### config.mk
export PLATFORM = sky130hd
export DESIGN_NAME = reaction_game_ctrl_flat
export DESIGN_NICKNAME = d
export VERILOG_FILES = /design/src/rtl/reaction_game_ctrl_if.sv /design/src/rtl/reaction_game_ctrl.sv /design/src/flat_wrapper.sv
export SDC_FILE = /design/constraint.sdc
export NUM_CORES = 1
export LEC_CHECK = 0
export CORE_UTILIZATION = 45
export DETAILED_ROUTE_END_ITERATION = 12
export PLACE_DENSITY_LB_ADDON = 0.05
export REMOVE_ABC_BUFFERS = 1
export SLEW_MARGIN = 20
export SYNTH_ARGS = -nofsm -noshare
export SYNTH_HDL_FRONTEND = slang
export SYNTH_SLANG_ARGS = --single-unit
### constraint.sdc
create_clock -name clk -period 4.3 [get_ports clk]
set_input_delay 0.43 -clock clk [delete_from_list [all_inputs] [get_ports clk]]
set_output_delay 0.43 -clock clk [all_outputs]
set_load 0.005 [all_outputs]
### src/rtl/reaction_game_ctrl_if.sv
// Player-facing signal bundle of the reaction game: raw button in, digits/LEDs/state out.
// The master side is the game controller; the slave side is the board/display.
interface reaction_game_ctrl_if;
  logic       btn;
  logic [3:0] tens;
  logic [3:0] ones;
  logic       go_led;
  logic       early;
  logic [1:0] state_o;

  modport master (
    input  btn,
    output tens,
    output ones,
    output go_led,
    output early,
    output state_o
  );

  modport slave (
    output btn,
    input  tens,
    input  ones,
    input  go_led,
    input  early,
    input  state_o
  );
endinterface

### src/rtl/reaction_game_ctrl.sv
// Reaction-time game sequencer: button sync, random READY wait from an LFSR,
// and a two-digit BCD response timer driving the seven-segment decoder.
module reaction_game_ctrl #(
  parameter int unsigned TICK_DIV       = 100000,
  parameter int unsigned MIN_WAIT_TICKS = 100,
  parameter int unsigned WAIT_BITS      = 8
) (
  input  logic                 clk,
  input  logic                 rst_n,
  reaction_game_ctrl_if.master io
);

  localparam int unsigned PRE_W = $clog2(TICK_DIV);
  localparam int unsigned WC_W  = WAIT_BITS + 1 + $clog2(MIN_WAIT_TICKS + 1);

  localparam logic [PRE_W-1:0] PRE_LAST = PRE_W'(TICK_DIV - 1);
  localparam logic [WC_W-1:0]  WAIT_MIN = WC_W'(MIN_WAIT_TICKS);
  localparam logic [WC_W-1:0]  WAIT_ONE = WC_W'(1);
  localparam logic [3:0]       BLANK    = 4'hA;
  localparam logic [15:0]      LFSR_SEED = 16'hACE1;

  typedef enum logic [1:0] {
    START  = 2'd0,
    READY  = 2'd1,
    PLAY   = 2'd2,
    FINISH = 2'd3
  } state_t;

  state_t           state, state_n;
  logic [3:0]       tens_q, tens_n;
  logic [3:0]       ones_q, ones_n;
  logic             go_q, go_n;
  logic             early_q, early_n;
  logic [WC_W-1:0]  wait_cnt, wait_n;
  logic [PRE_W-1:0] presc;
  logic [15:0]      lfsr;
  logic             btn_s1, btn_s2, btn_prev;
  logic             press;
  logic             tick;
  logic             lfsr_fb;

  // Two-stage synchronizer plus edge detector on the raw button
  always_ff @(posedge clk or negedge rst_n) begin
    if (!rst_n) begin
      btn_s1   <= 1'b0;
      btn_s2   <= 1'b0;
      btn_prev <= 1'b0;
    end else begin
      btn_s1   <= io.btn;
      btn_s2   <= btn_s1;
      btn_prev <= btn_s2;
    end
  end

  assign press = btn_s2 & ~btn_prev;

  always_ff @(posedge clk or negedge rst_n) begin
    if (!rst_n) begin
      presc <= '0;
    end else if (presc == PRE_LAST) begin
      presc <= '0;
    end else begin
      presc <= presc + PRE_W'(1);
    end
  end

  assign tick = (presc == PRE_LAST);

  // Fibonacci LFSR, taps 16,14,13,11, shifting toward bit 0
  assign lfsr_fb = lfsr[0] ^ lfsr[2] ^ lfsr[3] ^ lfsr[5];

  always_ff @(posedge clk or negedge rst_n) begin
    if (!rst_n) begin
      lfsr <= LFSR_SEED;
    end else begin
      lfsr <= {lfsr_fb, lfsr[15:1]};
    end
  end

  always_ff @(posedge clk or negedge rst_n) begin
    if (!rst_n) begin
      state    <= START;
      tens_q   <= BLANK;
      ones_q   <= BLANK;
      go_q     <= 1'b0;
      early_q  <= 1'b0;
      wait_cnt <= '0;
    end else begin
      state    <= state_n;
      tens_q   <= tens_n;
      ones_q   <= ones_n;
      go_q     <= go_n;
      early_q  <= early_n;
      wait_cnt <= wait_n;
    end
  end

  always_comb begin
    state_n = state;
    tens_n  = tens_q;
    ones_n  = ones_q;
    early_n = early_q;
    wait_n  = wait_cnt;

    case (state)
      START: begin
        tens_n  = BLANK;
        ones_n  = BLANK;
        early_n = 1'b0;
        if (press) begin
          state_n = READY;
          wait_n  = WAIT_MIN + WC_W'(lfsr[WAIT_BITS-1:0]);
        end
      end

      READY: begin
        // Press is tested first so it beats an expiring tick in the same cycle
        if (press) begin
          state_n = FINISH;
          early_n = 1'b1;
          tens_n  = 4'd9;
          ones_n  = 4'd9;
        end else if (tick) begin
          if (wait_cnt <= WAIT_ONE) begin
            state_n = PLAY;
            tens_n  = 4'd0;
            ones_n  = 4'd0;
            wait_n  = '0;
          end else begin
            wait_n = wait_cnt - WAIT_ONE;
          end
        end
      end

      PLAY: begin
        if (press) begin
          state_n = FINISH;
        end else if (tick) begin
          if (ones_q >= 4'd9) begin
            if (tens_q >= 4'd9) begin
              state_n = FINISH;
              early_n = 1'b0;
            end else begin
              ones_n = 4'd0;
              tens_n = tens_q + 4'd1;
            end
          end else begin
            ones_n = ones_q + 4'd1;
          end
        end
      end

      FINISH: begin
        if (press) begin
          state_n = START;
          tens_n  = BLANK;
          ones_n  = BLANK;
          early_n = 1'b0;
        end
      end

      default: begin
        state_n = START;
        tens_n  = BLANK;
        ones_n  = BLANK;
        early_n = 1'b0;
      end
    endcase

    go_n = (state_n == PLAY);
  end

  assign io.tens    = tens_q;
  assign io.ones    = ones_q;
  assign io.go_led  = go_q;
  assign io.early   = early_q;
  assign io.state_o = state;

endmodule

### src/flat_wrapper.sv
// flat-port wrapper written by rule: the top's interface ports become plain ports
module reaction_game_ctrl_flat 
#(
  parameter int unsigned TICK_DIV       = 100000,
  parameter int unsigned MIN_WAIT_TICKS = 100,
  parameter int unsigned WAIT_BITS      = 8
)
  (clk, rst_n, io_btn, io_tens, io_ones, io_go_led, io_early, io_state_o);
  reaction_game_ctrl_if io_i ();
  input  logic clk;
  input  logic rst_n;
  input wire logic [$bits(io_i.btn)-1:0] io_btn;
  output wire logic [$bits(io_i.tens)-1:0] io_tens;
  output wire logic [$bits(io_i.ones)-1:0] io_ones;
  output wire logic [$bits(io_i.go_led)-1:0] io_go_led;
  output wire logic [$bits(io_i.early)-1:0] io_early;
  output wire logic [$bits(io_i.state_o)-1:0] io_state_o;
  assign io_i.btn = io_btn;
  assign io_tens = io_i.tens;
  assign io_ones = io_i.ones;
  assign io_go_led = io_i.go_led;
  assign io_early = io_i.early;
  assign io_state_o = io_i.state_o;
  reaction_game_ctrl #(.TICK_DIV(TICK_DIV), .MIN_WAIT_TICKS(MIN_WAIT_TICKS), .WAIT_BITS(WAIT_BITS)) u_core (.clk(clk), .rst_n(rst_n), .io(io_i));
endmodule
==> results of run 1 <==
-- stage by stage --
step / area, sq um / util / hold WS [ns]
2_1_floorplan: 3321 / - / 0.1344
3_3_place_gp: 3587 / 0.4972 / 0.3345
4_1_cts: 3817 / 0.5291 / 0.2791
5_1_grt: 3817 / 0.5291 / 0.3121
3_5_place_dp: 3593 / 0.4981 / 0.3364
6_report: 3817 / 0.5291 / 0.2313
-- registers in the layout (all words and copies together) (netlist names), 2 cells and up --
name	cells
u_core.presc	17
u_core.io.state_o	2
u_core.wait_cnt	16
u_core.io.ones	4
u_core.lfsr	16
u_core.io.tens	4
-- cells in the mapped netlist (4+ instances only) --
| cell type | count |
|---|---|
| o22ai_1 | 5 |
| ha_1 | 15 |
| and3_1 | 6 |
| clkbuf_1 | 9 |
| a21oi_1 | 18 |
| inv_1 | 17 |
| nor2b_1 | 4 |
| a31oi_1 | 4 |
| nand3_1 | 15 |
| nor2_1 | 25 |
| nand2_1 | 25 |
| xnor2_1 | 12 |
| mux2i_1 | 4 |
| nor4_1 | 6 |
| dfrtp_1 | 52 |
| nor3_1 | 14 |
| o21ai_0 | 9 |
| nand4_1 | 6 |
| xor2_1 | 10 |
| dfstp_2 | 12 |
-- cells in the final DEF (no fill, tap or decap), types with 4 or more instances in the layout --
master	netlist	final
a21oi_1	18	18
a31oi_1	4	4
and3_1	6	6
clkbuf_8	0	9
clkdlybuf4s50_1	0	13
dfrtp_1	52	52
dfstp_2	12	12
ha_1	15	15
inv_1	17	17
mux2i_1	4	4
nand2_1	25	25
nand3_1	15	15
nand4_1	6	6
nor2_1	25	25
nor2b_1	4	4
nor3_1	14	14
nor4_1	6	5
o21ai_0	9	9
o22ai_1	5	5
xnor2_1	12	12
xor2_1	10	10
-- worst paths after layout --
check	depth (start not counted)	end	from
max	7	u_core.wait_cnt[10]	u_core.io.state_o[1]
min	2	u_core.presc[6]	rst_n
max reg2reg	7	u_core.wait_cnt[10]	u_core.io.state_o[1]
min reg2reg	0	u_core.btn_s2	u_core.btn_s1
max in group asynchronous	2	u_core.lfsr[3]	rst_n
min in group clk	0	u_core.btn_s2	u_core.btn_s1
-- logic make-up (layout without fill, tap and decap cells) --
kind of cell	count (synthesis)	after routing	share of synthesized area
buffers and inverters	27	48	0.03018
and+or+nand+nor	127	127	0.2172
xor gates and xnor gates	22	22	0.05738
AOI/OAI and AO/OA	69	69	0.1427
muxes	5	5	0.01528
adders and majority gates	15	15	0.05589
DFF	64	64	0.4814
-- area by class of cell --
class	count	area, sq um
clock buffers	9	123.9
clock inverters	7	100.1
fillers	692	3397
inverters	17	63.81
multi-input cells	238	1647
flip-flops and latches	64	1617
well taps	99	123.9
repair buffers	15	142.6
-- layer usage --
metal,part of all wire,track usage,vias to the layer above
met5,0,0,-
li1,-,-,1233
met4,0.0095,0.05132,0
met1,0.50,0.2851,1204
met2,0.44,0.2881,50
met3,0.049,0.07183,8
-- report_power, final --
group / leakage, nW / internal (mW) / switching [mW]
Clock: 0.115 / 0.332 / 0.251
Combinational: 0.743 / 0.279 / 0.417
Sequential: 0.814 / 0.687 / 0.0828
Total: 1.67 / 1.30 / 0.750
==> out/results.tsv, run 1 <==
stage	metric	value	unit
placed_design	placed_cells	433	
critical_path	cp_slowest_cell	a211oi_1	
sta	setup_viol	0	
clock_network	cts_buffers	9	
synth	synth_top_area_cell	dfrtp_1	
drt	routed_wl	6.831	mm
clock_network	cts_tree	done	
outcome	status	finished, final reports clean	
clock_network	postCtsHoldBufs	0	
floorplan	fp.dieW	88.39	um
drt	first_pass_iters	4	
drt	route.detailed.drc	0	
synth	synth_flop_cell	dfrtp_1	
drt	vias	2495	
drt	wl_per_cell	15.21	um
global_routing	grt_start_max_net_pins	65	
clock_network	clock_path_buffers	2	
global_routing	antenna_found_initial	0	
run	cap_violations	0	
synth	netlist_area	3358	sq um
finish	fin_cells	449	
floorplan	core-area	7214	sq um
synth	yosysTopAreaCellShare	0.3875	
synth	ys_types	63	
power	power.density	536.5	nW/um^2
worst_hold_path	hp-class	in -> async	
critical_path	required	4.57	ns
global_routing	track_usage	0.2000	
synth	ys_warn_count	0	
finish	diodes	0	
critical_path	endpoint_kind	flip-flop	
critical_path	cp_slowest_stage_delay	0.73	ns
sta	finalCritPeriodShare	0.6550	
synth	avgSynthCellArea	10.21	sq um
floorplan	row_count	31	
synth	ys_top_cells_by_area	dfrtp_1 39%, dfstp_2 9.4%, ha_1 5.6%	
critical_path	r2r_slack	1.48	ns
sta	rsz0062_at_grt	false	
placed_design	port_buffers	14	
synth	ys_ff_latch	64	
sta	worst_pin_slew	0.8642	ns
sta	worst_slack	1.484	ns
floorplan	io_pins	15	
clock_network	clock_tree.root_cell	clkbuf_8	
clock_network	h-tree-depth	3	
finish	areaGrowthSynthToFinish	13.67	%
global_routing	grt_pass1_wl	11.83	mm
placed_design	gp_congestion	0.7775	
global_routing	grt_overflow	0	
sta	max_freq	0.3551	GHz
placed_design	dp_slack	1.521	ns
synth	ys_seq_area_frac	0.4814	
placed_design	dpl.hpwl	4.650	mm
critical_path	path_cells	inv_1 -> ha_1 -> inv_1 -> or3_1 -> a211oi_1 -> o2bb2a_1 -> o21ai_0	
power	ir_drop	0.2783	mV
critical_path	cpLargestDelayFamily	compound AO/OA/AOI/OAI gates	
sta	worst_slew_margin_rel	0.4204	
synth	async_flop_share	1.000	
critical_path	crit_buf_inv	2	
synth	synth-edff-count	0	
power	cellLeakagePower	1.671	nW
floorplan	start_util	0.4655	
global_routing	grt_pass1_vias	2414	
critical_path	startpoint_type	flip-flop	
sta	maxSlewViolCount	0	
sta	clock-skew-final	0.01343	ns
critical_path	cp.arrival	3.09	ns
power	finalPower	2.048	mW
drt	ant_nets	0	
drt	drt-initial-drc-count	110	
clock_network	postCtsResizedCells	0	
clock_network	cts.sinks	64	
sta	period_needed	2.816	ns
floorplan	dieArea	7812	sq um
finish	drive_above_1_share	0.1257	
finish	layout.nets	363	
floorplan	die_h	88.39	um
sta	fin_setup_tns	0	ns
clock_network	clk_latency	0.35	ns
critical_path	cpMostUsedCell	inv_1	
synth	synth_cells	329	
clock_network	post_cts_buffers	0	
critical_path	path_class	reg -> reg	
sta	hold_viol	0	
critical_path	critPathMaxFanout	11	
clock_network	clkTransAtPathRegs	0.07	ns
drt	viasPerCell	5.557	
No activity file was read; power rests on OpenSTA's default activity.
==> run 2, diff against run 1 <==
==> constraint.sdc (replaced) <==
create_clock -name clk -period 2.4 [get_ports clk]
set_input_delay 0.24 -clock clk [delete_from_list [all_inputs] [get_ports clk]]
set_output_delay 0.24 -clock clk [all_outputs]
set_load 0.005 [all_outputs]
==> run 2 against run 1 <==
Effect of this change: cell count rose by 4.7%; critical path depth unchanged; clock-buffer cell count did not move; setup slack worse by 1.4 ns; power up 85%; wire length grew 7.9%; core utilization increased by 1.9 points; maximum frequency increased by 22%; largest cell class unchanged; highest routed layer unchanged.
==> out/results.tsv, run 2 (synthesis gave the netlist of run 1 again) <==
stage	metric	value	unit
outcome	status	finished, final reports clean	
placed_design	gp_congestion	0.7931	
finish	regMostFlops	u_core.presc	
critical_path	r2r_start	u_core.io.tens[1]	
finish	fin_cells	470	
clock_network	h-tree-depth	3	
global_routing	antenna_found_initial	0	
drt	wl_per_cell	15.68	um
power	power.density	955.7	nW/um^2
sta	finalCritPeriodShare	0.9627	
placed_design	dpl.hpwl	5.247	mm
global_routing	grt_pass1_wl	12.39	mm
finish	diodes	0	
global_routing	grt_pass1_vias	2459	
drt	routed_wl	7.371	mm
sta	fin_setup_tns	0	ns
floorplan	fp.dieW	88.39	um
clock_network	post_cts_buffers	0	
floorplan	die_h	88.39	um
clock_network	cts_tree	done	
finish	areaGrowthSynthToFinish	17.81	%
sta	rsz0062_at_grt	false	
finish	largest_register_ffs	17	
power	ir_drop	0.5475	mV
finish	layout.nets	384	
finish	drive_above_1_share	0.1725	
floorplan	dieArea	7812	sq um
placed_design	placed_cell_area	3737	sq um
placed_design	placed_cells	453	
sta	worst_pin_slew	0.5534	ns
drt	route.detailed.drc	0	
sta	period_needed	2.310	ns
sta	worst_slew_margin_rel	0.6276	
floorplan	row_count	31	
floorplan	io_pins	15	
global_routing	grt_start_max_net_pins	28	
floorplan	start_util	0.4655	
drt	viasPerCell	5.432	
sta	setup_viol	0	
global_routing	track_usage	0.2077	
power	cellLeakagePower	1.762	nW
placed_design	port_buffers	14	
clock_network	cts.sinks	64	
finish	postLayoutCoreUtil	0.5484	
finish	layout_common_cells	52 x dfrtp_1, 25 x nor2_1, 25 x nand2_1	
clock_network	clock_tree.root_cell	clkbuf_8	
finish	stdcell_area	3956	sq um
clock_network	clkTransAtPathRegs	0.08	ns
worst_hold_path	hp-class	in -> async	
critical_path	path_class	reg -> reg	
clock_network	cts_buffers	9	
clock_network	clock_path_buffers	2	
critical_path	reg2regPathDepth	7	
drt	drt-initial-drc-count	142	
critical_path	rr_endpoint	u_core.io.ones[3]	
sta	max_freq	0.4328	GHz
clock_network	clk_latency	0.34	ns
critical_path	endpoint_kind	flip-flop	
critical_path	cp.arrival	2.58	ns
critical_path	r2r_slack	0.09	ns
sta	clock-skew-final	0.01718	ns
critical_path	critPathMaxFanout	4	
drt	ant_nets	0	
critical_path	startpoint_type	flip-flop	
floorplan	core-area	7214	sq um
critical_path	required	2.67	ns
run	cap_violations	0	
global_routing	grt_overflow	0	
finish	top_regs	u_core.presc (17), u_core.lfsr (16), u_core.wait_cnt (16)	
drt	first_pass_iters	4	
finish	final_common_cell	dfrtp_1	
sta	maxSlewViolCount	0	
drt	vias	2553	
finish	n_fill_cell	663	
sta	hold_viol	0	
run 2: changes by cell type in the layout (fill, tap and decap cells not counted), sizes merged:
cell and delta:
buf +20, bufinv -1, clkinv +1, clkinvlp +1, dlygate4sd3 +1, inv -1
run 2: cell type report:
cell class | instances | area (sq um) | area share
Clock buffer | 9 | 123.9 | 0.03131
Clock inverter | 7 | 80.08 | 0.02024
Inverter | 17 | 63.81 | 0.01613
Multi-Input combinational cell | 238 | 1645 | 0.4159
Sequential cell | 64 | 1617 | 0.4086
Tap cell | 99 | 123.9 | 0.03131
Timing Repair Buffer | 36 | 302.8 | 0.07653
run 2: critical path, cell delays in order (launching register included):
cell and delay (ns):
dfstp_2 0.56, inv_1 0.07, ha_1 0.17, or3b_2 0.46, nand3_2 0.11, nor2_1 0.08
or4_1 0.52, a32o_1 0.27
run 2: routing by layer:
| layer | GRT usage | up-vias | routed length, um |
|---|---|---|---|
| li1 | - | 1284 | - |
| met1 | 0.3096 | 1241 | 3794 |
| met2 | 0.3021 | 26 | 3344 |
| met3 | 0.04757 | 2 | 197 |
| met4 | 0.05718 | 0 | 34 |
| met5 | 0 | - | 0 |
run 2: per-stage QoR:
stage / power, mW / setup slack (ns) / hold WS [ns]
floorplan: 2.205 / 0.1216 / -0.05559
global placement: 2.803 / 0.1179 / 0.1670
detailed placement: 2.810 / 0.07665 / 0.1713
CTS: 3.797 / 0.06468 / 0.3182
global route: 4.039 / 0.007978 / 0.3307
finish: 3.781 / 0.08964 / 0.3315
run 2: repair_timing:
| item | 4_1_cts | 5_1_grt |
|---|---|---|
| gates resized for setup | 0 | 1 |
| hold endpoints to repair | 14 | 0 |
| setup endpoints to repair | 0 | 1 |
| hold buffers | 1 | 0 |
run 2: report_power, final:
group | switching [mW] | leakage [nW] | total, mW | internal (mW)
registers | 0.137 | 0.814 | 1.37 | 1.23
clock network | 0.472 | 0.102 | 0.964 | 0.492
logic | 0.812 | 0.846 | 1.45 | 0.638
total | 1.42 | 1.76 | 3.78 | 2.36
run 2: how the worst max path moves through the flow:
stage                               from             endpoint  slack, ns  cells after the start
finish                 u_core.io.tens[1]    u_core.io.ones[3]       0.09                      7
global route           u_core.io.tens[1]    u_core.io.ones[3]      0.008                      7
CTS                    u_core.io.tens[1]    u_core.io.ones[3]       0.06                      7
detailed placement     u_core.io.tens[1]    u_core.io.ones[3]       0.08                      7
global placement       u_core.io.tens[1]    u_core.io.ones[3]       0.12                      7
floorplan           u_core.io.state_o[1]  u_core.wait_cnt[10]       0.12                      7
==> run 3, diff against run 2 <==
--- a/config.mk
+++ b/config.mk
@@ -7,7 +7,7 @@
 export LEC_CHECK = 0
 export CORE_UTILIZATION = 45
 export DETAILED_ROUTE_END_ITERATION = 12
-export PLACE_DENSITY_LB_ADDON = 0.05
+export PLACE_DENSITY = 0.65
 export REMOVE_ABC_BUFFERS = 1
 export SLEW_MARGIN = 20
 export SYNTH_ARGS = -nofsm -noshare
==> run 3 against run 2 <==
Effect of this change: sequential power hardly changed; sequential share of layout area fell by 0.45 points; setup slack worse by 0.012 ns; non-clock buffer count decreased by 3; sequential cell count is the same.
==> out/results.tsv, run 3 (synthesis gave the netlist of run 1 again) <==
stage	metric	value	unit
outcome	status	finished, final reports clean	
sta	rsz0062_at_grt	false	
global_routing	track_usage	0.2005	
global_routing	grt_pass1_vias	2467	
finish	regMostFlops	u_core.presc	
drt	first_pass_iters	4	
finish	top_regs	u_core.presc (17), u_core.lfsr (16), u_core.wait_cnt (16)	
clock_network	cts_tree	done	
floorplan	row_count	31	
clock_network	clock_path_buffers	2	
floorplan	dieArea	7812	sq um
finish	drive_above_1_share	0.1685	
global_routing	grt_overflow	0	
power	ir_drop	0.5119	mV
critical_path	required	2.68	ns
global_routing	antenna_found_initial	0	
floorplan	core-area	7214	sq um
critical_path	crit_buf_inv	1	
finish	final_common_cell	dfrtp_1	
sta	period_needed	2.323	ns
floorplan	start_util	0.4655	
sta	hold_ws	0.3341	ns
run	cap_violations	0	
finish	fin_cells	467	
sta	maxSlewViolCount	0	
critical_path	critPathMaxFanout	4	
clock_network	post_cts_buffers	0	
sta	worst_slew_margin_rel	0.6382	
finish	diodes	0	
drt	routed_wl	6.960	mm
power	finalPower	3.964	mW
global_routing	grt_pass1_wl	11.81	mm
critical_path	endpoint_kind	flip-flop	
clock_network	cts.sinks	64	
critical_path	path_cells	inv_1 -> ha_1 -> or3b_2 -> nand3_2 -> nor2_1 -> or4_1 -> a32o_1	
sta	hold_viol	0	
power	cellLeakagePower	1.774	nW
power	power.density	991.1	nW/um^2
clock_network	clk_latency	0.35	ns
placed_design	port_buffers	14	
finish	layout_common_cells	52 x dfrtp_1, 25 x nor2_1, 25 x nand2_1	
drt	wl_per_cell	14.90	um
placed_design	placed_cells	450	
clock_network	clock_tree.root_cell	clkbuf_8	
critical_path	cp_slowest_stage_delay	0.55	ns
finish	areaGrowthSynthToFinish	19.11	%
critical_path	cp.arrival	2.61	ns
critical_path	cp_slowest_cell	dfstp_2	
worst_hold_path	hp-class	in -> reg	
placed_design	dpl.hpwl	4.773	mm
drt	ant_nets	0	
floorplan	die_h	88.39	um
critical_path	r2r_slack	0.08	ns
sta	max_freq	0.4305	GHz
critical_path	cpLargestDelayFamily	simple AND/OR/NAND/NOR gates	
sta	clock-skew-final	0.007531	ns
clock_network	h-tree-depth	3	
finish	largest_register_ffs	17	
floorplan	fp.dieW	88.39	um
drt	viasPerCell	5.606	
clock_network	cts_buffers	9	
finish	postLayoutCoreUtil	0.5545	
finish	layout.nets	381	
drt	vias	2618	
drt	route.detailed.drc	0	
critical_path	path_class	reg -> reg	
clock_network	clkTransAtPathRegs	0.07	ns
placed_design	gp_congestion	0.8322	
sta	setup_viol	0	
global_routing	grt_start_max_net_pins	65	
sta	fin_setup_tns	0	ns
sta	finalCritPeriodShare	0.9678	
floorplan	io_pins	15	
drt	drt-initial-drc-count	102	
sta	worst_pin_slew	0.5416	ns
critical_path	startpoint_type	flip-flop	
run 3: cell count changes in the layout (fill, tap and decap cells not counted), sizes merged:
cell and delta:
buf -3, bufinv +2, clkbuf +1, clkinv -2
inv -1
run 3: through the flow:
step	instance area, sq um	worst slack, ns
floorplan	3321	0.1216
CTS	3990	0.05181
finish	4000	0.07727
global placement	3727	0.1167
global route	4000	0.01962
detailed placement	3727	0.06802
run 3: worst paths after layout:
kind / start / end / depth (start not counted)
worst max register to register: u_core.io.tens[1] / u_core.io.ones[3] / 7
worst min-delay path: io_btn / u_core.btn_s1 / 1
max in group asynchronous: rst_n / u_core.io.tens[3] / 3
worst min register to register: u_core.btn_s1 / u_core.btn_s2 / 0
min in group asynchronous: rst_n / u_core.presc[16] / 3
worst max-delay path: u_core.io.tens[1] / u_core.io.ones[3] / 7
run 3: layout make-up:
class / instances / area (sq um)
clock inverter: 6 / 115.1
tap: 99 / 123.9
fill: 668 / 3214
sequential: 64 / 1617
multi-input combinational: 238 / 1650
clock buffer: 10 / 137.6
timing repair buffer: 33 / 292.8
inverter: 17 / 63.81
run 3: layer usage:
metal | GRT usage | vias up | routed length, um
li1 | - | 1277 | -
met1 | 0.2815 | 1282 | 3460
met3 | 0.04944 | 15 | 211
met5 | 0 | - | 0
met4 | 0.08651 | 0 | 142
met2 | 0.2944 | 44 | 3145
run 3: repair_timing:
item | in CTS | in global routing
gates resized for setup | 0 | 2
hold endpoints to repair | 52 | 0
endpoints found under the setup margin | 0 | 4
hold buffers | 1 | 0
run 3: report_power, final:
part           switching, mW  internal (mW)  total (mW)  leakage [nW]
combinational          0.786          0.624        1.41         0.837
clock                  0.454          0.723        1.18         0.123
sequential             0.146           1.23        1.38         0.814
